## src/rtl/seq_adder.sv

```systemverilog
// seq_adder: multi-cycle adder processing SLICE bits per cycle; SEQ_ADDER_SUB_EN adds a subtract port
module seq_adder #(
  parameter int WIDTH = 16,
  parameter int SLICE = 4
) (
  input  logic             clk,
  input  logic             rst,
  input  logic             start,
  input  logic [WIDTH-1:0] a,
  input  logic [WIDTH-1:0] b,
  input  logic             c_in,
`ifdef SEQ_ADDER_SUB_EN
  input  logic             sub,
`endif
  output logic             busy,
  output logic             done,
  output logic [WIDTH-1:0] s,
  output logic             c_out,
  output logic             ovf
);
  localparam int K = WIDTH / SLICE;
  localparam int IW = K > 1 ? $clog2(K) : 1;
  typedef enum logic [1:0] {IDLE, RUN, DONE} state_t;
  state_t state;
  logic [WIDTH-1:0] op_a, op_b, acc, nxt, b_eff;
  logic [IW-1:0] idx;
  logic [SLICE:0] sum;
  logic carry, cin_eff, last;
`ifdef SEQ_ADDER_SUB_EN
  assign b_eff = sub ? ~b : b;
  assign cin_eff = sub | c_in;
`else
  assign b_eff = b;
  assign cin_eff = c_in;
`endif
  always_comb begin
    sum = {1'b0, op_a[idx*SLICE +: SLICE]} + {1'b0, op_b[idx*SLICE +: SLICE]} + {{SLICE{1'b0}}, carry};
    nxt = acc;
    nxt[idx*SLICE +: SLICE] = sum[SLICE-1:0];
    last = idx == IW'(K - 1);
  end
  // ovf uses a^b^s at the MSB to recover the carry into bit WIDTH-1
  always_ff @(posedge clk) begin
    if (rst) begin
      state <= IDLE;
      busy  <= 1'b0;
      done  <= 1'b0;
      s     <= '0;
      c_out <= 1'b0;
      ovf   <= 1'b0;
      op_a  <= '0;
      op_b  <= '0;
      acc   <= '0;
      idx   <= '0;
      carry <= 1'b0;
    end else if (state == RUN) begin
      acc   <= nxt;
      carry <= sum[SLICE];
      idx   <= idx + 1'b1;
      if (last) begin
        state <= DONE;
        busy  <= 1'b0;
        done  <= 1'b1;
        s     <= nxt;
        c_out <= sum[SLICE];
        ovf   <= op_a[WIDTH-1] ^ op_b[WIDTH-1] ^ nxt[WIDTH-1] ^ sum[SLICE];
      end
    end else begin
      done <= 1'b0;
      if (start) begin
        op_a  <= a;
        op_b  <= b_eff;
        carry <= cin_eff;
        idx   <= '0;
        state <= RUN;
        busy  <= 1'b1;
      end else begin
        state <= IDLE;
      end
    end
  end
endmodule

```

## config.mk

```make
export PLATFORM = sky130hd
export DESIGN_NAME = seq_adder
export DESIGN_NICKNAME = d
export VERILOG_FILES = /design/src/rtl/seq_adder.sv
export SDC_FILE = /design/constraint.sdc
export NUM_CORES = 1
export LEC_CHECK = 0
export CAP_MARGIN = 20
export CORE_MARGIN = 2
export CORE_UTILIZATION = 51
export DETAILED_ROUTE_END_ITERATION = 7
export GPL_ROUTABILITY_DRIVEN = 0
export PLACE_DENSITY_LB_ADDON = 0.08
export RECOVER_POWER = 25
export SLEW_MARGIN = 20
export SYNTH_ARGS = -nofsm -noshare
export SYNTH_HDL_FRONTEND = slang
export SYNTH_SLANG_ARGS = --single-unit
```

## constraint.sdc

```tcl
create_clock -name clk -period 3.3 [get_ports clk]
set_input_delay 0.825 -clock clk [delete_from_list [all_inputs] [get_ports clk]]
set_output_delay 0.825 -clock clk [all_outputs]
set_load 0.01 [all_outputs]
```

# Yosys cells after proc, flatten, opt, wreduce, memory -nomap -nowiden
# Cells that the tools add are included.
[word_totals]
ff_bits = 73
in_bits = 36
elab_cells = 42
out_inout_bits = 20
[classes]
bitwise = 4
n_eq_ne = 3
shift = 4
n_addsub = 4
n_reduce_logical = 5
n_mux = 11
[op_table]
columns = ["operator", "n"]
rows = [
  ["negator 4 -> 34 bit", 1],
  ["variable shift 4 x 34 -> 16 bit, first input constant", 1],
  ["indexed part select 4 x 34 -> 16 bit", 1],
  ["indexed part select 16 x 5 -> 4 bit", 2],
  ["bitwise mux 16 bit", 1],
  ["2-to-1 mux 2 bit", 4],
  ["2-to-1 mux 1 bit", 6],
  ["AND reduction 2 bit", 3],
  ["adder 4 x 4 -> 5 bit", 1],
  ["adder 5 x 1 -> 5 bit", 1],
  ["XOR 1 bit", 3],
  ["adder 2 x 1 -> 2 bit, second input constant", 1],
  ["equality test 2 x 1 -> 1 bit, second input constant", 1],
  ["equality test 2 bit, second input constant", 1],
  ["inequality test 2 bit, second input constant", 1],
  ["nonzero test 2 bit", 1],
  ["OR reduction 2 bit", 1],
  ["NOT 1 bit", 1],
]

# Depth between registers and ports, before layout
[logic_depth]
word_depth = 7
ltp_mapped = 10
depth_no_buf = 9

# Worst setup path after synthesis
# No wires, ideal clock.
[synth_timing]
path_kind = "reg-to-reg"
startpoint = "reg idx[0]"
endpoint = "reg acc[13]"
period_less_slack_ns = 2.602
path_buffers = 1
path_slack_ns = 0.698
stages_incl_launch_ff = 9
arrival_ns = 2.516
setup_time_ns = 0.086
required_time_ns = 3.214
cell_sequence = "dfxtp_1 -> buf_4 -> mux4_2 -> fa_1 -> inv_1 -> fa_1 -> o22ai_1 -> nor2_1 -> a211oi_1"
[synth_between]
elab_chain_len = 5
elab_cells_between_ends = 8
cone_classes = "add/sub: 3; shift: 4; mux: 1"
[synth_rtl]
columns = ["element", "line", "rtl"]
rows = [
  ["from (decl)", "26", "logic [IW-1:0] idx;"],
  ["from (signal assigned)", "59", "idx <= idx + 1'b1;"],
  ["indexed part select 16 x 5 -> 4 bit", "37", "sum = {1'b0, op_a[idx*SLICE +: SLICE]} + {1'b0, op_b[idx*SLICE +: SLICE]} + {{SLICE{1'b0}}, carry};"],
  ["adder 4 x 4 -> 5 bit", "37", ""],
  ["adder 5 x 1 -> 5 bit", "37", ""],
  ["indexed part select 4 x 34 -> 16 bit", "39", "nxt[idx*SLICE +: SLICE] = sum[SLICE-1:0];"],
  ["bitwise mux 16 bit (*)", "39", ""],
  ["to (signal assigned)", "57", "acc <= nxt;"],
  ["to (decl)", "25", "logic [WIDTH-1:0] op_a, op_b, acc, nxt, b_eff;"],
]
# Every way passes the cells marked *; elsewhere a longest branch is shown, timed or not.
# A chain may end at the register's enable or synchronous reset.

# Worst setup path after layout
[layout_timing]
startpoint = "reg idx[1]"
endpoint = "reg s[11]"
[layout_between]
elab_chain_len = 5
elab_cells_between_ends = 10
cone_classes = "add/sub: 3; eq/ne: 1; shift: 4; mux: 1; reduce/logical: 1"
[layout_rtl]
columns = ["element", "line", "rtl"]
rows = [
  ["indexed part select 16 x 5 -> 4 bit", "37", ""],
  ["adder 4 x 4 -> 5 bit", "37", ""],
  ["adder 5 x 1 -> 5 bit", "37", ""],
  ["indexed part select 4 x 34 -> 16 bit", "39", ""],
  ["bitwise mux 16 bit", "39", ""],
  ["to (signal assigned)", "64", "s <= nxt;"],
  ["to (decl)", "17", "output logic [WIDTH-1:0] s,"],
]
# Several ways; a longest one is shown, not always the timed one.

==> qor.csv <==
metric,value,unit
Setup crit start,idx[1],
root buf cell,clkbuf_8,
reg-to-reg critical path startpoint,idx[1],
chip width,82.2,um
CP top delay family,compound AO/OA/AOI/OAI gates,
"slowest stage delay, CP",610,ps
WP depth,7,
num rows,28,
largest net degree at the start of global routing,54,
final cell count without fillers,480,
Least-Margin Pin Slew,1130,ps
Netlist Area Pre-Place,3120,um2
global route total overflow,0,
max-cap viol count,0,
core area,5920,um2
Syn Nets,396,
Cells after Synth,349,
crit path time final,2800,ps
Detailed Route WL,6880,um
Unique masters post-synth,38,
worst path bufs/invs,0,
Inserted Diodes,0,
Initial Utilization,52.7,%
Max Freq,0.358,GHz
Synth async-reset ratio,0,%
antenna violations before repair,0,
post-CTS sizing,0,
vias in the first global route,2453,
first-pass GRT wire length,11200,um
Post-synth EDFFs,0,
Routed WL per cell,14.3,um
Critical Path End Type,flip-flop,
DRT Pass-1 Iters,4,
RSZ-0062 raised after global routing,no,
worst skew pair latency,350,ps
final setup skew,6.30,ps
most frequent cells in the layout,"nand2_1 (78), dfxtp_1 (73), clkdlybuf4s50_1 (54), a21oi_1 (38), nor2_1 (24)",
clock buffer count from CTS,9,
sequential share of the synthesized area,46.8,%
status,"complete, no violations",
fin crit share,84.8,%
Max Slew Vio Count,0,
DRC,0,
crit path kind,flip-flop to flip-flop,
Final Hold Slack,453,ps
Chip Height,82.2,um
DP HPWL,4730,um
Hold Path Cell Cnt,2,
Vias,2554,
Die ar.,6760,um2
worst min path class,flip-flop to flip-flop,
Synth Area per Inst,8.94,um2
Setup Viol. Count Final,0,
HP Start,op_b[4],
Via density,5.32,
Setup Buffers After CTS,0,
worst flop-to-flop path endpoint,s[11],
final hold vios,0,
clock-pin slew on the worst setup and hold paths,70,ps
CTS H-tree depth,3,
Post-synth top flop,dfxtp_1,
"commonest non-fill, non-tap cell in the layout",nand2_1,
Clock Sinks,73,
slew margin rel.,24.5,%
"antenna viol nets, final",0,
worst-path cell chain,mux4_2 > ha_1 > a21oi_1 > and2_2 > xor2_1 > a2bb2oi_1 > o21ai_0,
share of layout cells above drive strength 1,8.15,%
I/O pin total,56,
WP data arrival,3000,ps
GRT Resource Usage Total,22.4,%
Syn-to-layout area delta,25.1,%
R2R cell count,7,
Port-buffer cells,55,
First DRT Iteration DRCs,84,
Setup crit start kind,flip-flop,
Nets,448,
Max clock buf depth,2,
crit path capture,s[11],
"Design Area, Final",3910,um2
worst-path maximum fanout,10,
hold_buf cts,0,
Setup TNS Final,0,ps
Synth Register Bits,73,
Power Density,476,nW/um2
Placed Cells,465,
dpl cell area,3730,um2
Worst Path Required,3510,ps
VDD IR max,0.318,mV
R2R Setup Slk,500,ps
CP max stage cell,dfxtp_1,
CTS tree,yes,
P_leak,1.46,nW
YS warnings,0,
## worst min-delay path, delay by kind of cell (launching register included)
family	cells	cell delay [ps]
and+or+nand+nor	1	50
DFF	1	310
AOI/OAI and AO/OA	1	50
## synthesized netlist by cell type, types with 3 or more instances
library cell / number / area, um2
buf_2: 9 / 45.0
o21ai_0: 11 / 55.1
xnor2_1: 3 / 26.3
ha_1: 9 / 113
a22oi_1: 8 / 60.1
a22o_1: 6 / 52.6
a211oi_1: 17 / 128
nor2_1: 24 / 90.1
a21oi_1: 38 / 190
inv_1: 16 / 60.1
clkbuf_1: 11 / 41.3
o22ai_1: 5 / 31.3
nand3_1: 3 / 15.0
dfxtp_1: 73 / 1460
nand2_1: 78 / 293
mux4_2: 7 / 158
## power breakdown
group | total [W] | leakage [nW] | switching, W | internal (W)
clock network | 0.000654 | 0.0929 | 0.000313 | 0.000342
registers | 0.000946 | 0.597 | 0.0000238 | 0.000923
logic | 0.000257 | 0.769 | 0.000134 | 0.000123
## final cells by class
| class | instances | area [um2] |
|---|---|---|
| multi-input combinational | 237 | 1500 |
| timing repair buffer | 64 | 616 |
| sequential | 73 | 1460 |
| tap | 75 | 93.8 |
| clock inverter | 4 | 45.0 |
| clock buffer | 11 | 131 |
| inverter | 16 | 60.1 |
| fill | 507 | 2020 |
## worst min path at each step
stage                         end  slack [ps]
after global placement       s[2]         430
after detailed placement     s[2]         440
after global routing          ovf         480
final                     op_b[4]         450
after CTS                 op_b[4]         450
after floorplan           op_a[5]         430
## state kept, by name, indices dropped and copies added, names as in the netlist
signal	flops
acc	16
busy	1
c_out	1
carry	1
done	1
idx	2
op_a	16
op_b	16
ovf	1
s	16
state	2
## per-layer routing
layer	wire [um]	global-route usage, %	vias to the layer above
met5	0	0	-
met1	3280	28.1	1186
met3	249	5.54	11
li1	-	-	1301
met4	115	8.50	0
met2	3230	37.0	56
## cell families (layout without fill, tap and decap cells)
| logic type | Yosys count | in the layout | share of synthesized area (%) |
|---|---|---|---|
| xor gates and xnor gates | 5 | 5 | 1.40 |
| DFF | 73 | 73 | 46.8 |
| buffers and inverters | 39 | 95 | 5.17 |
| AOI/OAI and AO/OA | 91 | 91 | 18.6 |
| adders and majority gates | 11 | 11 | 4.89 |
| muxes | 9 | 9 | 6.22 |
| and+or+nand+nor | 121 | 121 | 16.9 |
## metrics by stage
| stage | power [W] | util [%] | worst slack [ps] |
|---|---|---|---|
| after global routing | 0.00193 | 66.0 | 369 |
| after floorplan | 0.00113 | - | 698 |
| after detailed placement | 0.00122 | 63.0 | 575 |
| final | 0.00186 | 66.0 | 503 |
| after global placement | 0.00122 | 63.0 | 699 |
| after CTS | 0.00187 | 66.0 | 526 |
(Power assumes the default switching activity.)
